### src/rtl/seg_pkg.sv
// Shared definitions for the seven-segment display path: the 4-bit digit
// code type and the non-numeric code points understood by the decoder.
package seg_pkg;

    typedef logic [3:0] seg_code_t;

    localparam seg_code_t SEG_MINUS = 4'hA;
    localparam seg_code_t SEG_BLANK = 4'hB;
    localparam seg_code_t SEG_CLOSE = 4'hC;

    // Fills a packed multi-digit bus with blank codes (reset image of the
    // snapshot buffer).
    function automatic logic [31:0] seg_all_blank();
        return {8{SEG_BLANK}};
    endfunction

endpackage

### src/rtl/seg_scan_if.sv
// Display-side bundle of the scan driver.
//   digits_in  : packed digit codes, digit i at [4i+3:4i]
//   blink_mask : per-digit blink enable
//   en         : display enable
//   num        : code of the selected digit (to the segment decoder)
//   dig_sel    : one-hot digit enable (to the display)
// master = producer of digit data, slave = seg_scan.
interface seg_scan_if
    import seg_pkg::*;
#(
    parameter int DIGITS = 8
);
    logic [4*DIGITS-1:0] digits_in;
    logic [DIGITS-1:0]   blink_mask;
    logic                en;
    seg_code_t           num;
    logic [DIGITS-1:0]   dig_sel;

    modport master (
        output digits_in,
        output blink_mask,
        output en,
        input  num,
        input  dig_sel
    );

    modport slave (
        input  digits_in,
        input  blink_mask,
        input  en,
        output num,
        output dig_sel
    );
endinterface

### src/rtl/seg_scan_tick.sv
// Modulo-N counter with synchronous active-high reset. Counts when en is
// high; tick is high during the cycle in which the counter will wrap, so a
// consumer sampling it on the same edge sees the wrap edge.
//   clk, rst : clock, synchronous reset
//   en       : count enable
//   tick     : one-cycle pulse on the wrap cycle
module scan_tick #(
    parameter int N = 2
) (
    input  logic clk,
    input  logic rst,
    input  logic en,
    output logic tick
);
    localparam int W = (N > 1) ? $clog2(N) : 1;
    localparam logic [W-1:0] LAST = W'(N - 1);

    logic [W-1:0] cnt;

    always_ff @(posedge clk) begin
        if (rst) begin
            cnt <= '0;
        end else if (en) begin
            cnt <= (cnt == LAST) ? '0 : cnt + W'(1);
        end
    end

    assign tick = en && (cnt == LAST);
endmodule

### src/rtl/seg_scan.sv
// Time-multiplexed scan driver for a multi-digit seven-segment display.
// Digit codes and blink mask are snapshotted once per frame so a frame never
// shows a mix of old and new values. Each digit is selected for REFRESH_DIV
// clocks; masked digits blank during the odd blink half-period.
//   clk, rst : clock, synchronous active-high reset
//   bus      : seg_scan_if slave (digits_in, blink_mask, en -> num, dig_sel)
module seg_scan
    import seg_pkg::*;
#(
    parameter int DIGITS       = 8,
    parameter int REFRESH_DIV  = 100_000,
    parameter int BLINK_FRAMES = 250
) (
    input  logic         clk,
    input  logic         rst,
    seg_scan_if.slave    bus
);
    localparam int IW = (DIGITS > 1) ? $clog2(DIGITS) : 1;
    localparam logic [IW-1:0] IDX_LAST = IW'(DIGITS - 1);

    logic                div_wrap;
    logic                frame_end;
    logic                fcnt_wrap;
    logic [IW-1:0]       idx;
    logic [4*DIGITS-1:0] digit_buf;
    logic [DIGITS-1:0]   mask_buf;
    logic                phase;
    seg_code_t           cur_code;

    scan_tick #(.N(REFRESH_DIV)) u_div (
        .clk  (clk),
        .rst  (rst),
        .en   (1'b1),
        .tick (div_wrap)
    );

    assign frame_end = div_wrap && (idx == IDX_LAST);

    scan_tick #(.N(BLINK_FRAMES)) u_frame (
        .clk  (clk),
        .rst  (rst),
        .en   (frame_end),
        .tick (fcnt_wrap)
    );

    assign cur_code = digit_buf[{idx, 2'b00} +: 4];

    always_ff @(posedge clk) begin
        if (rst) begin
            idx         <= '0;
            digit_buf   <= {DIGITS{SEG_BLANK}};
            mask_buf    <= '0;
            phase       <= 1'b0;
            bus.num     <= SEG_BLANK;
            bus.dig_sel <= '0;
        end else begin
            if (div_wrap) begin
                idx <= (idx == IDX_LAST) ? '0 : idx + IW'(1);
            end
            if (frame_end) begin
                digit_buf <= bus.digits_in;
                mask_buf  <= bus.blink_mask;
            end
            if (fcnt_wrap) begin
                phase <= ~phase;
            end

            // Outputs reflect this cycle's idx/buffer/phase, giving the
            // 1-cycle registered latency seen by the decoder.
            if (!bus.en) begin
                bus.dig_sel <= '0;
                bus.num     <= SEG_BLANK;
            end else begin
                bus.dig_sel <= DIGITS'(1) << idx;
                bus.num     <= (phase && mask_buf[idx]) ? SEG_BLANK : cur_code;
            end
        end
    end
endmodule

### src/flat_wrapper.sv
// flat-port wrapper written by rule: the top's interface ports become plain ports
module seg_scan_flat import seg_pkg::*;
#(
    parameter int DIGITS       = 8,
    parameter int REFRESH_DIV  = 100_000,
    parameter int BLINK_FRAMES = 250
)
  (clk, rst, bus_digits_in, bus_blink_mask, bus_en, bus_num, bus_dig_sel);
  seg_scan_if #(.DIGITS(DIGITS)) bus_i ();
  input  logic clk;
  input  logic rst;
  input wire logic [$bits(bus_i.digits_in)-1:0] bus_digits_in;
  input wire logic [$bits(bus_i.blink_mask)-1:0] bus_blink_mask;
  input wire logic [$bits(bus_i.en)-1:0] bus_en;
  output wire logic [$bits(bus_i.num)-1:0] bus_num;
  output wire logic [$bits(bus_i.dig_sel)-1:0] bus_dig_sel;
  assign bus_i.digits_in = bus_digits_in;
  assign bus_i.blink_mask = bus_blink_mask;
  assign bus_i.en = bus_en;
  assign bus_num = bus_i.num;
  assign bus_dig_sel = bus_i.dig_sel;
  seg_scan #(.DIGITS(DIGITS), .REFRESH_DIV(REFRESH_DIV), .BLINK_FRAMES(BLINK_FRAMES)) u_core (.clk(clk), .rst(rst), .bus(bus_i));
endmodule
### config.mk
export PLATFORM = sky130hd
export DESIGN_NAME = seg_scan_flat
export DESIGN_NICKNAME = d
export VERILOG_FILES = /design/src/rtl/seg_pkg.sv /design/src/rtl/seg_scan_if.sv /design/src/rtl/seg_scan_tick.sv /design/src/rtl/seg_scan.sv /design/src/flat_wrapper.sv
export SDC_FILE = /design/constraint.sdc
export NUM_CORES = 1
export LEC_CHECK = 0
export ABC_CLOCK_PERIOD_IN_PS = 2000
export CELL_PAD_IN_SITES_DETAIL_PLACEMENT = 0
export CELL_PAD_IN_SITES_GLOBAL_PLACEMENT = 1
export CORE_ASPECT_RATIO = 0.75
export CORE_MARGIN = 3
export CORE_UTILIZATION = 35
export CTS_CLUSTER_DIAMETER = 30
export CTS_CLUSTER_SIZE = 40
export DETAILED_ROUTE_END_ITERATION = 10
export PLACE_DENSITY = 0.67
export SYNTH_ARGS = -nofsm -noshare
export SYNTH_HDL_FRONTEND = slang
export SYNTH_SLANG_ARGS = --single-unit
### constraint.sdc
create_clock -name clk -period 2 [get_ports clk]
set_input_delay 0.6 -clock clk [delete_from_list [all_inputs] [get_ports clk]]
set_output_delay 0.6 -clock clk [all_outputs]
set_load 0.005 [all_outputs]
==> results.yml, run 1 <==
floorplan:
  initial_utilization_pct: 36.7
  die_y_um: 94.3
  fp.dieArea_um2: 11700
  die_x_um: 124
  pin_count: 55
  core_um2: 9890
  rows: 31
layout:
  nets: 512
  area_growth_pct: 30.5
  final_cells: 598
  final_core_util_pct: 48.0
  num_antenna_cells: 0
  n_fill_cell: 972
  drive_gt1_share_pct: 13.9
job:
  maxCapViolCount: 0
grt:
  antenna_found_initial: 0
  grt_max_degree: 48
  grt_overflow: 0
  grt_pass1_vias: 2972
  grt_usage_pct: 16.0
  grt_pass1_wl_um: 14700
clock_network:
  path_clk_slew_ns: 0.06
  hold_buffers: 0
  post_cts_resized: 0
  worst_skew_pair.late_latency_ns: 0.33
  cts_tree: "done"
  clock-sinks: 81
  htreeDepth: 3
  cts_buffer_depth: 2
  cts_buffers: 9
  cts_root_buf: "clkbuf_16"
  post_cts_buffers: 0
sta:
  grt_setup_unrepaired: "false"
  setup_tns_ns: 0
  tightest_slew_ns: 0.346
  maxSlewViolCount: 0
  fin_crit_ns: 1.86
  relSlewSlack_pct: 76.9
  fin_crit_sh_pct: 92.8
  finClkSkew_ns: 0.00664
  hold_viol: 0
  setup-violations-final: 0
  clock.fmax_mhz: 539
route:
  drtIter0Drc: 170
  vias: 3053
  vias_per_cell: 5.11
  firstDrtPassIters: 4
  wl_um: 8720
  drc: 0
  antenna_left: 0
  post_drt_wl_per_cell_um: 14.6
worst_setup_path:
  cp_cell_sequence: "ha_1 -> ha_1 -> inv_1 -> nor3_1 -> mux2_2"
  critPathCaptureType: "flop"
  critPathMaxFanout: 7
  cp-start-kind: "flop"
  worstSetupStartpoint: "u_core.idx[0]"
  cp.required_ns: 2.22
  crit_family: "flip-flops"
  worst_path_max_delay_cell: "dfxtp_1"
  critPathBufInv: 1
  crit_type: "flop to flop"
  rr_startpoint: "u_core.idx[0]"
  max_stage_delay_ns: 0.52
  arrival_ns: 2.08
  path_common_cell: "ha_1"
power:
  p_leak_nw: 1.59
  peakVddDrop_mv: 0.424
  powerDensity_nw_per_um2: 744
synthesis:
  syn_area_per_cell_um2: 9.04
  yosys-top-cells-count: "dfxtp_1, nand3_1, o21ai_0"
  ys_types: 45
  ys_ff_latch: 81
  syn_area_um2: 3630
  synth_ff_type: "dfxtp_1"
  ys_warn_count: 0
  syn-num-nets: 453
  synth_most_common_cell: "dfxtp_1"
  synth.area.top_cells: "dfxtp_1, nand3_1, mux4_2"
  async_flop_share_pct: 0
  yosys.area.top_type: "dfxtp_1"
  yosysTopAreaCellShare_pct: 44.6
  synth_edf_count: 0
  syn_inst: 402
  seq_area_frac_synth_pct: 44.6
hold_path:
  hold_class: "flop to flop"
  min_from: "u_core.u_div.cnt[0]"
outcome:
  status: "complete, no violations"
placed_design:
  port_buffers: 54
  dpl.hpwl_um: 6140
  routabilityCongestion: 0.768
  placed_cells: 582
metrics by stage:
stage               power (mW)  setup WS [ns]  cell area [µm²]  hold WS [ns]
global route              3.65       0.000168             4740         0.495
global placement          1.80         0.0874             4420         0.442
detailed placement        1.80          0.102             4420         0.462
floorplan                 1.69          0.294             3630         0.430
finish                    3.53          0.143             4740         0.470
CTS                       3.58         0.0796             4740         0.475
logic make-up (layout without fill, tap and decap cells):
kind of cell / Yosys count / after routing / share of synthesized area, %
compound gates: 78 / 78 / 12.0
xor+xnor: 13 / 13 / 3.13
fa+ha+maj: 8 / 8 / 2.75
buf+inv: 42 / 106 / 5.75
flops: 81 / 81 / 44.6
mux: 16 / 16 / 7.95
simple gates: 164 / 164 / 23.8
path summary, 6_finish.rpt:
check / cells past startpoint / end / slack, ns
setup / recovery: 5 / u_core.phase / 0.14
hold / removal: 1 / u_core.u_div.cnt[0] / 0.47
setup reg to reg: 5 / u_core.phase / 0.14
hold reg to reg: 1 / u_core.u_div.cnt[0] / 0.47
per-layer routing:
metal,GRT usage [%],wire (µm),up-vias
met2,22.9,3700,52
met3,5.12,365,7
met1,23.1,4570,1421
met4,4.33,81,0
li1,-,-,1573
met5,0,0,-
state kept, by name (all words and copies together) (netlist names):
register            flops
u_core.bus.dig_sel      8
u_core.phase            1
u_core.idx              3
u_core.u_div.cnt       17
u_core.bus.num          4
u_core.digit_buf       32
u_core.u_frame.cnt      8
u_core.mask_buf         8
power breakdown:
part | total, mW | leakage, nW | internal [mW] | switching (mW)
logic | 0.142 | 0.781 | 0.0923 | 0.0492
registers | 1.63 | 0.654 | 1.62 | 0.00553
clock network | 1.76 | 0.157 | 1.16 | 0.600
layout by cell type, fill, tap and decap left out, drive strengths merged, types with 3 or more instances in the layout:
cell type / netlist / final
dfxtp: 81 / 81
nand3: 77 / 77
clkdlybuf4s50: 0 / 54
o21ai: 44 / 44
buf: 16 / 27
a21oi: 23 / 23
nand2: 22 / 22
nor2: 22 / 22
clkbuf: 17 / 14
mux4: 10 / 10
inv: 9 / 9
nor3: 9 / 9
ha: 8 / 8
nand4: 8 / 8
and3: 7 / 7
xnor2: 7 / 7
xor2: 6 / 6
nor4: 5 / 5
mux2: 3 / 3
mux2i: 3 / 3
final cells by class:
class | count | area, µm² | share of cell area [%]
multi-input cells | 279 | 1810 | 38.1
flip-flops and latches | 81 | 1620 | 34.2
repair buffers | 81 | 793 | 16.7
clock buffers | 14 | 264 | 5.56
well taps | 132 | 165 | 3.48
clock inverters | 2 | 60.1 | 1.27
inverters | 9 | 33.8 | 0.712
worst register-to-register path, stage by stage (launching register included):
cell     delay [ns]
dfxtp_1        0.52
ha_1           0.26
ha_1           0.23
inv_1          0.14
nor3_1         0.24
mux2_2         0.36
Power figures use the tool's default switching activity.
==> run 2, diff against run 1 <==
--- a/config.mk
+++ b/config.mk
@@ -14,7 +14,8 @@
 export CTS_CLUSTER_DIAMETER = 30
 export CTS_CLUSTER_SIZE = 40
 export DETAILED_ROUTE_END_ITERATION = 10
-export PLACE_DENSITY = 0.67
+export GPL_TIMING_DRIVEN = 0
+export PLACE_DENSITY = 0.73
 export SYNTH_ARGS = -nofsm -noshare
 export SYNTH_HDL_FRONTEND = slang
 export SYNTH_SLANG_ARGS = --single-unit
==> run 2 against run 1 <==
  * Hold slack lost 0.036 ns
  * Critical path type unchanged
  * Clock skew up 0.0018 ns
  * Sequential share of layout area is 0.96 points higher
  * Global-route usage increased by 1.8 points
  * Sequential power about the same
  * Total power decreased by 8.1%
  * Critical endpoint is now u_core.bus.num[3]
  * Die area is the same
  * Flip-flop and latch count unchanged
  * Combinational power down 4%
  * Cell count up 0.67%
  * Non-clock buffer count is 5 higher
  * Via count is 5.7% higher
==> results.yml, run 2 (same netlist as run 1, synthesis figures left out) <==
grt:
  antenna_found_initial: 0
  grt_pass1_wl_um: 16000
  grt_max_degree: 14
  grt_pass1_vias: 3122
  grt_usage_pct: 17.8
  grt_overflow: 0
worst_setup_path:
  crit_type: "flop to flop"
  max_stage_delay_ns: 0.60
  critPathCaptureType: "flop"
  cp.required_ns: 2.20
  critPathMaxFanout: 10
  cp-start-kind: "flop"
  crit_family: "multiplexers"
  r2r_setup_slack_ns: 0.09
  critPathBufInv: 1
  worst_path_max_delay_cell: "mux4_2"
  cp_cell_sequence: "buf_1 -> mux4_2 -> mux2i_1 -> nand3_1"
  arrival_ns: 2.11
layout:
  final_cell_mix: "dfxtp_1, nand3_1, clkdlybuf4s50_1, o21ai_0, a21oi_1"
  final_core_util_pct: 46.8
  nets: 517
  drive_gt1_share_pct: 13.0
  largest_reg_flops: 32
  reg_top3: "u_core.digit_buf (32), u_core.u_div.cnt (17)"
  num_antenna_cells: 0
  final_area_um2: 4630
  final_common_cell: "dfxtp_1"
  area_growth_pct: 27.3
  n_fill_cell: 989
  largest_register: "u_core.digit_buf"
floorplan:
  die_x_um: 124
  pin_count: 55
  die_y_um: 94.3
  core_um2: 9890
  rows: 31
  initial_utilization_pct: 36.7
  fp.dieArea_um2: 11700
power:
  peakVddDrop_mv: 0.370
  switchingPower_uw: 711
  pwr-share-seq_pct: 50.1
  pwr-share-clk_pct: 45.7
  power_frac_comb_pct: 4.2
  p_int_mw: 2.53
  powerDensity_nw_per_um2: 702
  power.total_mw: 3.24
  p_sw_share_pct: 21.9
  p_leak_nw: 1.52
clock_network:
  cts_root_buf: "clkbuf_16"
  post_cts_buffers: 0
  path_clk_slew_ns: 0.06
  htreeDepth: 3
  worst_skew_pair.late_latency_ns: 0.34
  cts_buffer_depth: 2
  clock-sinks: 81
  cts_buffers: 9
  cts_tree: "done"
route:
  wl_um: 9730
  vias_per_cell: 5.36
  drc: 0
  vias: 3227
  firstDrtPassIters: 5
  drtIter0Drc: 275
  post_drt_wl_per_cell_um: 16.2
  antenna_left: 0
placed_design:
  port_buffers: 53
  dpl.hpwl_um: 6820
  placed_cell_area_um2: 4330
  routabilityCongestion: 0.837
  dp_slack_ns: -0.175
sta:
  tightest_slew_ns: 0.676
  relSlewSlack_pct: 54.9
  hold_viol: 0
  clock.fmax_mhz: 524
  grt_setup_unrepaired: "false"
  maxSlewViolCount: 0
  setup-violations-final: 0
  fin_crit_sh_pct: 95.5
  fin_crit_ns: 1.91
  worst_slack_ns: 0.0910
  finClkSkew_ns: 0.00849
  hold_slack_ns: 0.434
outcome:
  status: "complete, no violations"
job:
  maxCapViolCount: 0
hold_path:
  hold_class: "flop to flop"
[run 2: power groups by stage]
| stage | clock [mW] | sequential (mW) | combinational, mW |
|---|---|---|---|
| floorplan | 0 | 1.66 | 0.0342 |
| global route | 1.58 | 1.63 | 0.147 |
| CTS | 1.51 | 1.62 | 0.135 |
| detailed placement | 0 | 1.66 | 0.135 |
| global placement | 0 | 1.66 | 0.134 |
| finish | 1.48 | 1.63 | 0.136 |
[run 2: cell type report]
cell class | count | area, µm² | area share, %
Tap cell | 132 | 165 | 3.57
Multi-Input combinational cell | 279 | 1830 | 39.5
Clock buffer | 10 | 229 | 4.95
Sequential cell | 81 | 1630 | 35.1
Timing Repair Buffer | 53 | 531 | 11.5
Buffer | 33 | 181 | 3.92
Inverter | 9 | 33.8 | 0.730
Clock inverter | 5 | 33.8 | 0.730
[run 2: timing repair]
item                                    CTS  global route
hold buffers                              0             0
gates cloned                              0             0
endpoints found under the setup margin   11            61
resized for setup                         2            16
[run 2: per-stage QoR]
stage,TNS (ns),instances
finish,0,602
CTS,0,602
floorplan,0,402
detailed placement,-2.61,587
global placement,-2.95,587
global route,0,602
[run 2: worst register-to-register path: cells and delay by family (launching register included)]
kind	cells	cell delay, ns
buffers and inverters	1	0.54
flip-flops	1	0.38
multiplexers	2	0.75
AND/OR/NAND/NOR	1	0.10
[run 2: path summary, 6_finish.rpt]
path,start,end,cells after the start
worst max-delay path,u_core.idx[1],u_core.bus.num[3],4
worst min register to register,u_core.u_div.cnt[0],u_core.u_div.cnt[0],1
worst min-delay path,u_core.u_div.cnt[0],u_core.u_div.cnt[0],1
worst max register to register,u_core.idx[1],u_core.bus.num[3],4
[run 2: layer usage]
metal	up-vias	part of all wire, %	GRT usage, %
met3	7	4.9	4.21
li1	1581	-	-
met5	-	0	0
met4	0	0.89	4.88
met2	93	43	25.8
met1	1546	51	26.2
==> patch: new RTL, flow settings as in run 2 <==
`DIGITS` is set to 8 in 3 places; all go to 4.
--- a/src/rtl/seg_scan_if.sv
+++ b/src/rtl/seg_scan_if.sv
@@ -8,7 +8,7 @@
 interface seg_scan_if
     import seg_pkg::*;
 #(
-    parameter int DIGITS = 8
+    parameter int DIGITS = 4
 );
     logic [4*DIGITS-1:0] digits_in;
     logic [DIGITS-1:0]   blink_mask;
--- a/src/rtl/seg_scan.sv
+++ b/src/rtl/seg_scan.sv
@@ -7,7 +7,7 @@
 module seg_scan
     import seg_pkg::*;
 #(
-    parameter int DIGITS       = 8,
+    parameter int DIGITS       = 4,
     parameter int REFRESH_DIV  = 100_000,
     parameter int BLINK_FRAMES = 250
 ) (
--- a/src/flat_wrapper.sv
+++ b/src/flat_wrapper.sv
@@ -1,7 +1,7 @@
 // flat-port wrapper written by rule: the top's interface ports become plain ports
 module seg_scan_flat import seg_pkg::*;
 #(
-    parameter int DIGITS       = 8,
+    parameter int DIGITS       = 4,
     parameter int REFRESH_DIV  = 100_000,
     parameter int BLINK_FRAMES = 250
 )
Ports: changed (resized bus_blink_mask, bus_dig_sel and bus_digits_in); port bits go from 55 to 31. The function was not compared with the original's and may differ.
==> patch against run 2 <==
Clock power is 50% lower. First-iteration DRC count fell by 55%. Worst setup slack better by 26 ps. Sequential cell count shrank 25. Critical path depth increased by 3. Design area down 33%. Non-clock buffer count down 32. Power fell by 39%. Clock skew is 1.1 ps lower. Maximum frequency up 1.4%. Wire length shrank 40%. Via count fell by 33%. Synthesized area is 32% lower. Critical endpoint is now u_core.u_frame.cnt[6].
==> patch: results (changes against run 2) <==
The post-synthesis mux area share was 4.543% (-3.4 points); the post-synthesis adder-cell area fraction was 2.019% (-0.73 points). The fraction of final layout cells with drive strength greater than 1 came out at 14.24% (+1.3 points). The last element of the critical path is u_core.u_frame.cnt[6]. The parity-gate share of the synthesized area counting xor and xnor cells came out at 3.534% (+0.40 points). The tightest hold margin was 477.6 ps (+43.88 ps); the measured slew at the worst slew-check pin was 630.2 ps (-45.66 ps). For the first-iteration detailed-routing DRC count, the log shows 123 (-55%). Worst min-delay path endpoint: u_core.digit_buf[6]. The largest registers in the layout are u_core.u_div.cnt x17, u_core.digit_buf x16, u_core.u_frame.cnt x8. The clock input transition at the sequential cells of the worst setup and hold paths was 100 ps (+40 ps). The worst reg2reg path depth was 7 (+3). The run gives 0.7866 (-6.0%) as the routability-driven placement congestion ratio.

The tools report the post-cts resize count as 9 (+7). The tools report the origin of the worst setup path as u_core.u_div.cnt[0]. The cell internal power dissipation is 1.552 mW (-39%), and the sequential cell area fraction in the yosys report is 45.23% (+0.62 points). The tools report the count of distinct cell types in the synthesized netlist as 44 (-2.2%). For the sequential share of power, the log shows 57.0% (+6.9 points).

The run gives 0.2700 mV (-27%) as the worst vdd rail ir drop. The worst slew slack as a fraction of its limit was 57.99% (+3.0 points). The wire length per cell was 14.76 um (-8.7%); the number of instances in the synthesized netlist was 273 (-32%). The logs give 15.15% (-2.7 points) for the global-route total usage across every layer and 4142 um (-39%) for the half-perimeter wire length after placement.

The run gives 1992 (-36%) as the number of global-route vias before repair. Maximum number of pins on one net before global-route repair: 18 (+4). The worst hold path begins at u_core.digit_buf[6].

The first-pass detailed-route iteration total is 4 (-1). The total placed cells including tap cells was 384 (-35%). Sorting the synthesized cells by how often they occur yields 56 x sky130_fd_sc_hd__dfxtp_1, 37 x sky130_fd_sc_hd__nand3_1, 30 x sky130_fd_sc_hd__o21ai_0.

Shortest period the worst path allows: 1883 ps (-25.73 ps). For the clock latency at the later pin of the worst-skew pair, the log shows 310 ps (-30 ps). The logs give 5 (-4) for the number of CTS-inserted buffers and 1.068 nW (-30%) for the total leakage power. The run gives 2 (-1) as the total number of H-tree levels. The cell depth of the worst min-delay path came out at 2 (+1).

Worst reg-to-reg setup slack: 120 ps (+30 ps). The count of input and output buffers is 30 (-43%). CTS placed an instance of sky130_fd_sc_hd__clkbuf_8 at the clock tree root. The flow ran to the end, and the final reports show no timing, DRC or antenna violations. The logs give 9798 um (-39%) for the first-pass GRT wire length and 300 (-34%) for the net count of the mapped netlist. The via density per instance works out to 5.423 (+1.2%).

The run gives 5859 um (-40%) as the wire length after detailed routing. The worst-case clock buffer depth was 2 (unchanged); the compound-cell area share of the yosys netlist was 14.44% (+2.5 points). For the setup skew after layout, the log shows 7.358 ps (-1.128 ps).

The count of nets after finishing is 342 (-34%). The number of setup buffers added after CTS came out at 3 (+3). For the clock network power, the log shows 0.745 mW (-50%). After synthesis, the cell types taking the most area are sky130_fd_sc_hd__dfxtp_1 45%, sky130_fd_sc_hd__nand3_1 7.5%, sky130_fd_sc_hd__o21ai_0 6.1%. The worst setup slack before clock tree synthesis is -321.1 ps (-146.0 ps).
==> patch: changes by cell type in the layout (fill, tap and decap cells not counted), moves of 9 or more <==
cell,delta
sky130_fd_sc_hd__clkbuf_16,-9
sky130_fd_sc_hd__clkdlybuf4s50_1,-23
sky130_fd_sc_hd__dfxtp_1,-24
sky130_fd_sc_hd__nand2_1,-12
sky130_fd_sc_hd__nand3_1,-39
sky130_fd_sc_hd__o21ai_0,-19
==> patch: worst max-delay path, cell delays in order, from the launching register on <==
cell and delay [ps]:
sky130_fd_sc_hd__dfxtp_4 350, sky130_fd_sc_hd__ha_1 160, sky130_fd_sc_hd__buf_6 120, sky130_fd_sc_hd__nand4b_1 110, sky130_fd_sc_hd__or3_4 390, sky130_fd_sc_hd__buf_8 160, sky130_fd_sc_hd__o31a_1 280, sky130_fd_sc_hd__a311oi_2 230
==> patch: per-layer routing <==
layer / track usage (%) / wire length, um / up-vias / part of all wire (%)
met5: 0 / 0 / - / 0
met4: 4.269 / 55 / 0 / 0.94
met3: 3.248 / 248 / 5 / 4.2
met2: 20.49 / 2493 / 43 / 43
met1: 23.72 / 3062 / 1025 / 52
li1: - / - / 1080 / -
==> patch: final cells by class <==
class                   instances  area, um2
clock buffers                   5      68.82
multi-input cells             191       1262
plain buffers                  18      105.1
inverters                       7      26.28
flip-flops and latches         56       1126
well taps                      81      101.3
fillers                       648       3491
repair buffers                 36      345.3
clock inverters                 3      42.54
==> patch: through the flow <==
step           setup TNS [ps]  area, um2  total power [mW]
3_3_place_gp            -8208       2880             1.243
3_5_place_dp            -7101       2880             1.242
5_1_grt                     0       3078             2.046
2_1_floorplan               0       2479             1.184
6_report                    0       3078             1.971
4_1_cts                     0       3033             1.989
